===== config.mk =====
export PLATFORM = sky130hd
export DESIGN_NAME = fp_div_seq
export DESIGN_NICKNAME = d
export VERILOG_FILES = /design/src/rtl/fp_pkg.sv /design/src/rtl/fp_classify.sv /design/src/rtl/fp_div_seq.sv
export SDC_FILE = /design/constraint.sdc
export NUM_CORES = 1
export LEC_CHECK = 0
export ABC_AREA = 1
export CAP_MARGIN = 20
export CELL_PAD_IN_SITES_DETAIL_PLACEMENT = 0
export CELL_PAD_IN_SITES_GLOBAL_PLACEMENT = 1
export CORE_ASPECT_RATIO = 1.5
export CORE_MARGIN = 10
export CORE_UTILIZATION = 29
export CTS_BUF_LIST = sky130_fd_sc_hd__clkbuf_8 sky130_fd_sc_hd__clkbuf_16
export CTS_CLUSTER_DIAMETER = 30
export DETAILED_ROUTE_END_ITERATION = 10
export GPL_TIMING_DRIVEN = 0
export HOLD_SLACK_MARGIN = 0.06
export PLACE_DENSITY_LB_ADDON = 0.1
export SLEW_MARGIN = 10
export SYNTH_ARGS = -nofsm -noshare
export SYNTH_HDL_FRONTEND = slang
export SYNTH_HIERARCHICAL = 1
export SYNTH_SLANG_ARGS = --single-unit

===== constraint.sdc =====
create_clock -name clk -period 3.4 [get_ports clk]
set_input_delay 0.68 -clock clk [delete_from_list [all_inputs] [get_ports clk]]
set_output_delay 0.68 -clock clk [all_outputs]
set_load 0.05 [all_outputs]

===== src/rtl/fp_pkg.sv =====
// Shared IEEE-754 single-precision types, constants and FSM encodings.
// Imported by fp_classify and fp_div_seq.
package fp_pkg;

    localparam int EXP_W = 8;
    localparam int MAN_W = 23;
    localparam int W     = 1 + EXP_W + MAN_W;
    localparam int QBITS = MAN_W + 3;
    localparam int BIAS  = (1 << (EXP_W - 1)) - 1;

    localparam logic [W-1:0] QNAN =
        {1'b0, {EXP_W{1'b1}}, 1'b1, {(MAN_W-1){1'b0}}};
    localparam logic [W-1:0] POS_INF =
        {1'b0, {EXP_W{1'b1}}, {MAN_W{1'b0}}};

    typedef struct packed {
        logic             sign;
        logic [EXP_W-1:0] exp;
        logic [MAN_W-1:0] frac;
    } fp_t;

    typedef enum logic [1:0] {
        ZERO,
        NORMAL,
        INF,
        NAN
    } fp_class_e;

    typedef enum logic [2:0] {
        IDLE,
        SPECIAL,
        DIV,
        NORM,
        ROUND,
        DONE
    } div_state_e;

endpackage


===== src/rtl/fp_classify.sv =====
// Combinational operand decoder: IEEE class plus significand with hidden bit.
// Denormals are reported as ZERO (flush-to-zero).
module fp_classify
    import fp_pkg::*;
(
    input  fp_t            op_i,
    output fp_class_e      cls_o,
    output logic [MAN_W:0] sig_o
);

    always_comb begin
        cls_o = NORMAL;
        priority case (1'b1)
            op_i.exp == '0:   cls_o = ZERO;
            op_i.exp != '1:   cls_o = NORMAL;
            op_i.frac == '0:  cls_o = INF;
            default:          cls_o = NAN;
        endcase
    end

    assign sig_o = {(op_i.exp != '0), op_i.frac};

endmodule


===== src/rtl/fp_div_seq.sv =====
// Sequential single-precision divider, radix-2 restoring mantissa division.
// Build option FP_DIV_RNE_EN selects round-to-nearest-even; default truncates.
module fp_div_seq
    import fp_pkg::*;
(
    input  logic         clk,
    input  logic         rst_n,
    input  logic         start,
    input  logic [W-1:0] opd1,
    input  logic [W-1:0] opd2,
    output logic         busy,
    output logic         done,
    output logic [W-1:0] res,
    output logic         exp_overflow,
    output logic         nan,
    output logic         zero,
    output logic         div_by_zero
);

    localparam int EW = EXP_W + 2;
    localparam int CW = $clog2(QBITS + 1);

    typedef logic signed [EW-1:0] exp_t;

    localparam exp_t EXP_MAX = exp_t'((1 << EXP_W) - 1);
    localparam exp_t EXP_MIN = '0;

    div_state_e       state_q, state_d;
    logic [CW-1:0]    cnt_q, cnt_d;
    fp_t              a_q, a_d;
    fp_t              b_q, b_d;
    exp_t             exp_q, exp_d;
    logic [MAN_W+1:0] rem_q, rem_d;
    logic [QBITS-1:0] quo_q, quo_d;
    logic [MAN_W:0]   sig_q, sig_d;
`ifdef FP_DIV_RNE_EN
    logic             g_q, g_d;
    logic             st_q, st_d;
`endif
    logic [W-1:0]     res_q, res_d;
    logic             ovf_q, ovf_d;
    logic             nan_q, nan_d;
    logic             zero_q, zero_d;
    logic             dbz_q, dbz_d;

    fp_t              op1, op2;
    fp_class_e        cls1, cls2;
    logic [MAN_W:0]   sig1, sig2;
    logic             sgn;
    logic             is_special;

    logic [W-1:0]     sp_res;
    logic             sp_nan, sp_zero, sp_dbz;

    logic             qbit;
    logic             inc;
    logic [MAN_W+1:0] rnd;
    logic [MAN_W-1:0] frac_r;
    exp_t             exp_r;

    // Classify live inputs while idle, captured operands afterwards.
    assign op1 = (state_q == IDLE) ? fp_t'(opd1) : a_q;
    assign op2 = (state_q == IDLE) ? fp_t'(opd2) : b_q;

    fp_classify u_cls1 (
        .op_i  (op1),
        .cls_o (cls1),
        .sig_o (sig1)
    );

    fp_classify u_cls2 (
        .op_i  (op2),
        .cls_o (cls2),
        .sig_o (sig2)
    );

    assign sgn        = op1.sign ^ op2.sign;
    assign is_special = (cls1 != NORMAL) || (cls2 != NORMAL);

    always_comb begin
        sp_res  = {sgn, {(W-1){1'b0}}};
        sp_nan  = 1'b0;
        sp_zero = 1'b0;
        sp_dbz  = 1'b0;
        priority case (1'b1)
            (cls1 == NAN) || (cls2 == NAN) ||
            (cls1 == ZERO && cls2 == ZERO) ||
            (cls1 == INF && cls2 == INF): begin
                sp_res = QNAN;
                sp_nan = 1'b1;
            end
            cls1 == INF: begin
                sp_res = POS_INF | {sgn, {(W-1){1'b0}}};
            end
            cls2 == ZERO: begin
                sp_res = POS_INF | {sgn, {(W-1){1'b0}}};
                sp_dbz = 1'b1;
            end
            default: begin
                sp_zero = 1'b1;
            end
        endcase
    end

    always_comb begin
        state_d = state_q;
        cnt_d   = cnt_q;
        a_d     = a_q;
        b_d     = b_q;
        exp_d   = exp_q;
        rem_d   = rem_q;
        quo_d   = quo_q;
        sig_d   = sig_q;
`ifdef FP_DIV_RNE_EN
        g_d     = g_q;
        st_d    = st_q;
`endif
        res_d   = res_q;
        ovf_d   = ovf_q;
        nan_d   = nan_q;
        zero_d  = zero_q;
        dbz_d   = dbz_q;
        qbit    = 1'b0;
        inc     = 1'b0;
        rnd     = '0;
        frac_r  = '0;
        exp_r   = exp_q;

        case (state_q)
            IDLE: begin
                if (start) begin
                    a_d   = opd1;
                    b_d   = opd2;
                    cnt_d = '0;
                    if (is_special) begin
                        state_d = SPECIAL;
                    end else begin
                        state_d = DIV;
                        exp_d   = exp_t'({2'b00, op1.exp})
                                - exp_t'({2'b00, op2.exp})
                                + exp_t'(BIAS);
                        rem_d   = {1'b0, sig1};
                        quo_d   = '0;
                    end
                end
            end
            SPECIAL: begin
                // Two-cycle special path keeps done at a fixed offset.
                if (cnt_q == '0) begin
                    cnt_d = CW'(1);
                end else begin
                    state_d = DONE;
                    res_d   = sp_res;
                    ovf_d   = 1'b0;
                    nan_d   = sp_nan;
                    zero_d  = sp_zero;
                    dbz_d   = sp_dbz;
                end
            end
            DIV: begin
                qbit  = (rem_q >= {1'b0, sig2});
                rem_d = (qbit ? rem_q - {1'b0, sig2} : rem_q) << 1;
                quo_d = {quo_q[QBITS-2:0], qbit};
                cnt_d = cnt_q + 1'b1;
                if (cnt_q == CW'(QBITS - 1)) begin
                    state_d = NORM;
                end
            end
            NORM: begin
                state_d = ROUND;
                if (quo_q[QBITS-1]) begin
                    sig_d = quo_q[QBITS-1:2];
`ifdef FP_DIV_RNE_EN
                    g_d   = quo_q[1];
                    st_d  = quo_q[0] | (|rem_q);
`endif
                end else begin
                    sig_d = quo_q[QBITS-2:1];
                    exp_d = exp_q - exp_t'(1);
`ifdef FP_DIV_RNE_EN
                    g_d   = quo_q[0];
                    st_d  = |rem_q;
`endif
                end
            end
            ROUND: begin
`ifdef FP_DIV_RNE_EN
                inc = g_q & (st_q | sig_q[0]);
`else
                inc = 1'b0;
`endif
                rnd = {1'b0, sig_q} + {{(MAN_W+1){1'b0}}, inc};
                if (rnd[MAN_W+1]) begin
                    frac_r = rnd[MAN_W:1];
                    exp_r  = exp_q + exp_t'(1);
                end else begin
                    frac_r = rnd[MAN_W-1:0];
                end
                state_d = DONE;
                ovf_d   = 1'b0;
                nan_d   = 1'b0;
                zero_d  = 1'b0;
                dbz_d   = 1'b0;
                if (exp_r >= EXP_MAX) begin
                    res_d = POS_INF | {sgn, {(W-1){1'b0}}};
                    ovf_d = 1'b1;
                end else if (exp_r <= EXP_MIN) begin
                    res_d  = {sgn, {(W-1){1'b0}}};
                    zero_d = 1'b1;
                end else begin
                    res_d = {sgn, exp_r[EXP_W-1:0], frac_r};
                end
            end
            DONE: begin
                state_d = IDLE;
            end
            default: begin
                state_d = IDLE;
            end
        endcase
    end

    always_ff @(posedge clk or negedge rst_n) begin
        if (!rst_n) begin
            state_q <= IDLE;
            cnt_q   <= '0;
            a_q     <= '0;
            b_q     <= '0;
            exp_q   <= '0;
            rem_q   <= '0;
            quo_q   <= '0;
            sig_q   <= '0;
`ifdef FP_DIV_RNE_EN
            g_q     <= 1'b0;
            st_q    <= 1'b0;
`endif
            res_q   <= '0;
            ovf_q   <= 1'b0;
            nan_q   <= 1'b0;
            zero_q  <= 1'b0;
            dbz_q   <= 1'b0;
        end else begin
            state_q <= state_d;
            cnt_q   <= cnt_d;
            a_q     <= a_d;
            b_q     <= b_d;
            exp_q   <= exp_d;
            rem_q   <= rem_d;
            quo_q   <= quo_d;
            sig_q   <= sig_d;
`ifdef FP_DIV_RNE_EN
            g_q     <= g_d;
            st_q    <= st_d;
`endif
            res_q   <= res_d;
            ovf_q   <= ovf_d;
            nan_q   <= nan_d;
            zero_q  <= zero_d;
            dbz_q   <= dbz_d;
        end
    end

    assign busy         = (state_q != IDLE) && (state_q != DONE);
    assign done         = (state_q == DONE);
    assign res          = res_q;
    assign exp_overflow = ovf_q;
    assign nan          = nan_q;
    assign zero         = zero_q;
    assign div_by_zero  = dbz_q;

endmodule


# [Word-level counts from Yosys, hierarchy flattened]
# Cells that the tools add are included.
[classes] n_addsub=5 n_mul=0 div_mod_pow=0 magnitude_cmp=3 eq_ne=21 n_shift=0 mux=54 bitwise=1 reduce_logical=28
[ops] op="$mux W32" n=4
[ops] op="$mux W31" n=4
[ops] op="$pmux W32 S2" n=1
[ops] op="$mux W26" n=2
[ops] op="$pmux W26 S2" n=1
[ops] op="$mux W25" n=2
[ops] op="$pmux W25 S2" n=1
[ops] op="$logic_not A23 Y1" n=2
[ops] op="$mux W10" n=4
[ops] op="$ge A25 B24 Y1" n=1
[ops] op="$mux W24" n=1
[ops] op="$sub A24 B24 Y24" n=1
[ops] op="$mux W23" n=1
[ops] op="$pmux W10 S2" n=1
[ops] op="$logic_not A8 Y1" n=2
[ops] op="$mux W1" n=16
[ops] op="$ne A8 B8 Y1 const B" n=2
[ops] op="$reduce_bool A8 Y1" n=2
[ops] op="$pmux W3 S5" n=1
[ops] op="$pmux W5 S3" n=1
[ops] op="$ne A2 B2 Y1 const B" n=6
[ops] op="$add A9 B8 Y10 const B" n=1
[ops] op="$ge A10 B9 Y1 const B" n=1
[ops] op="$le A10 B1 Y1 const B" n=1
[ops] op="other kinds (25)" n=53
[word_totals] regBits=192 latch_bits=0 ramBits=0 romBits=0 in_bits=67 output_inout_bits=38 wordCells=129 memories=0

# [Logic depth before layout (Yosys ltp)]
[depth] word_depth=13 depth_mapped=24 depth_no_buf=23

# [By module]
# Netlist, hierarchy kept.
[modules_own_cells] module="fp_div_seq" n_inst=1 cells_each=1452 area_per_inst_um2=11105.7 seq_area_each_um2=4804.6
[modules_own_cells] module="fp_classify" n_inst=2 cells_each=66 area_per_inst_um2=347.8 seq_area_each_um2=0.0

# [Least setup slack after synthesis]
# OpenSTA, ideal clock, no wires.
[synth_timing] path_kind="register to register" from="reg state_q[1]" to="reg rem_q[20]" setup_ns=0.087 arrival_time_ns=3.243 required_time_ns=3.313 setup_slack_ns=0.070 path_stages_with_launch=22 path_buffers=4 period_less_slack_ns=3.330 cell_sequence="dfrtp_1 inv_4 nand2_4 buf_6 clkbuf_1 clkbuf_1 o21ai_0 or2_1 nor3_2 inv_1 inv_1 ha_1 inv_1 nor3_1 nand2_1 o311ai_0 a21oi_1 nand3_2 buf_2 a21oi_1 o21ai_0 a22oi_1"
[synth_lines] item="start, declared" line="fp_div_seq.sv:28" text="div_state_e state_q, state_d;"
[synth_lines] item="start signal, assigned" line="fp_div_seq.sv:243" text="state_q <= state_d;"
[synth_lines] item="end signal, assigned" line="fp_div_seq.sv:248" text="rem_q <= rem_d;"
[synth_lines] item="end, declared" line="fp_div_seq.sv:33" text="logic [MAN_W+1:0] rem_q, rem_d;"

==> impl_metrics.ini <==
[final_layout]
nFillCells = 4183
diodes = 0
utilization_pct = 38.94
final_layout_size_suffix_gt1_share_pct = 19.99
register_area_sq_mm = 0.004807
syn_to_final_growth_pct = 32.67
multiInputGateArea_sq_mm = 0.006296
final_cells = 2272
nets = 1859

[worst_setup_path]
crit_cells = 21
crit_path_cell_trace = nor2_4, nand2_4, buf_12, clkbuf_16, clkbuf_16, nand2_4, o21ai_4, or2_4, nor3_4, inv_1, inv_2, ha_4, inv_6, nor3_4, nand2_2, o311ai_4, a21oi_2, nand3_4, buf_8, o211ai_1, a21oi_1
arrival_ns = 3.88
crit_path_end_kind = register
critPathMaxStageDelay_ns = 0.43
critPathLaunchType = register
path_max_fanout = 8
crit_family = simple AND/OR/NAND/NOR gates
rr_worst_depth = 21
path_class = reg -> reg
worstPathRequired_ns = 3.74
worst-path-buf-inv = 7
critPathSlowestCell = dfrtp_1

[global_route]
grt_pass1_vias = 11234
grt_usage_pct = 16.51
antenna_found_initial = 0
grt_max_degree = 105
grt_overflow = 0
grt_pass1_wl_microns = 63180

[sta]
finalSetupViolCount = 21
hold_viol = 0
final_max_slew_viol_count = 0
post-route-period-util_pct = 104.1
rsz0062_at_grt = true
slew_headroom_pct = 47.68
worst_slew_pin_slew_ns = 0.7848
skew_ns = 0.01556
fin_ws_ns = -0.1381
period_needed_ns = 3.538
fmax_ghz = 0.2826
tns_ns = -1.147

[job]
max_cap_viol_count = 0

[clock_tree]
cts_tree = built
worstSkewPairLatency_ns = 0.46
clock_sinks = 192
cts_hold_buf = 0
clock_path_buffers = 2
cts-root-buf = clkbuf_16
numCtsBuffers = 17
cts_max_level = 4
clk_pin_slew_ns = 0.08

[outcome]
outcome = finished with violations
violations = setup timing

[route]
dr.pass1.iters = 4
viasPerCell = 4.765
drt-total-wl_microns = 39890
post_drt_wl_per_cell_microns = 17.56
drc = 0
drt_iter0_markers = 507
vias = 10826
ant_nets = 0

[floorplanning]
rows = 90
die_x_microns = 184.7
io_pins = 105
die_y_microns = 267.1
die_area_sq_mm = 0.04933
core-area_sq_mm = 0.04020
start_util_pct = 29.36

[synthesis]
synth_flop_cell = dfrtp_1
yosysUniqueCellTypes = 51
yosysSeqAreaShare_pct = 40.71
syn_area_per_cell_sq_um = 7.450
yosysMostFrequentCell = nand2_1
synth_nets = 1690
syn_inst = 1584
yosysWarnings = 6
syn-cell-area_sq_mm = 0.01180
yosysTopAreaCell = dfrtp_1
yosys-top-cells-count = nand2_1 (312), inv_1 (238), o21ai_0 (217)
synth_edf_count = 0
synth_area_leaders = dfrtp_1 (41%), nand2_1 (9.9%), o21ai_0 (9.2%), inv_1 (7.6%), a21oi_1 (4.5%)
synth_top_area_share_pct = 40.71
ys_seq_elements = 192
async_flop_share_pct = 100.0

[hold_path]
min_path_type = in -> async

[placement]
dp_hpwl_microns = 30710
pre_cts_ws_ns = -1.873
dp.cells = 2195
place_congestion = 0.8501
io_buffers = 104
area by class of cell:
type,instances,share of cell area [%]
multi-input combinational,1041,40.21
sequential,192,30.70
timing repair buffer,150,9.870
inverter,242,5.994
buffer,109,5.418
tap,506,4.044
clock buffer,18,2.805
clock inverter,14,0.9510
per-layer routing:
layer / routed length (microns) / vias up / global-route usage (%)
met4: 1459 / 0 / 6.916
met3: 1026 / 53 / 2.469
met1: 15430 / 5200 / 17.50
met5: 0 / - / 0
li1: - / 5429 / -
met2: 21980 / 144 / 31.43
sequential cells by signal, indices dropped and copies added (netlist names):
| register | flops |
|---|---|
| div_by_zero | 1 |
| res | 32 |
| zero | 1 |
| quo_q | 26 |
| exp_overflow | 1 |
| nan | 1 |
| rem_q | 25 |
| state_q | 3 |
| sig_q | 23 |
| cnt_q | 5 |
| a_q | 32 |
| exp_q | 10 |
| b_q | 32 |
worst reg2reg max path, cell delays in order, from the launching register on:
cell       delay, ns
dfrtp_1         0.43
nor2_4          0.15
nand2_4         0.08
buf_12          0.15
clkbuf_16       0.17
clkbuf_16       0.16
nand2_4         0.06
o21ai_4         0.07
or2_4           0.24
nor3_4          0.23
inv_1           0.09
inv_2           0.08
ha_4            0.21
inv_6           0.07
nor3_4          0.04
nand2_2         0.09
o311ai_4        0.10
a21oi_2         0.19
nand3_4         0.21
buf_8           0.21
o211ai_1        0.26
a21oi_1         0.13
per-stage QoR:
step	hold WS (ns)	instance area, sq um
floorplan	0.3844	11800
global placement	0.4620	13480
CTS	0.2810	15150
finish	0.2597	15660
global route	0.3070	15660
detailed placement	0.4627	13510
kinds of logic after synthesis:
kind of cell	after synthesis	share of synthesized area, %
fa+ha+maj	39	4.199
compound gates	419	19.59
buf+inv	352	12.90
simple gates	550	20.09
flops	192	40.71
xor+xnor	26	1.930
mux	6	0.5725
layout by cell type, fill, tap and decap left out, types with 14 or more instances in the layout:
cell             instances
a21oi_1                 74
a21oi_2                 31
buf_4                   77
buf_6                   17
clkbuf_1                29
clkbuf_16               24
clkdlybuf4s50_1        103
dfrtp_1                190
ha_1                    21
ha_4                    15
inv_1                  231
nand2_1                295
nand2_2                 29
nand3_1                 30
nor2_1                 115
o211ai_1                25
o21ai_0                135
o21ai_1                 44
o21ai_2                 29
o22ai_1                 35
xor2_1                  14
worst paths after layout:
check,start,to,slack [ns]
max in group asynchronous,rst_n,state_q[1]$_DFFE_PN0P_,2.12
worst max register to register,state_q[0]$_DFFE_PN0P_,rem_q[9]$_DFFE_PN0P_,-0.14
worst max-delay path,state_q[0]$_DFFE_PN0P_,rem_q[9]$_DFFE_PN0P_,-0.14
min in group clk,exp_overflow$_DFFE_PN0P_,exp_overflow$_DFFE_PN0P_,0.47
worst min register to register,exp_overflow$_DFFE_PN0P_,exp_overflow$_DFFE_PN0P_,0.47
worst min-delay path,rst_n,exp_q[0]$_DFFE_PN0P_,0.26
timing repair:
item,in CTS,in global routing
gates resized for setup,249,105
buffers inserted,21,17
setup endpoints to repair,76,62
pin swaps,35,35
cloned,5,3
Power is left out: the tool's default activity adds up to more than one toggle a clock period on the data nets, which glitch-free logic cannot reach.
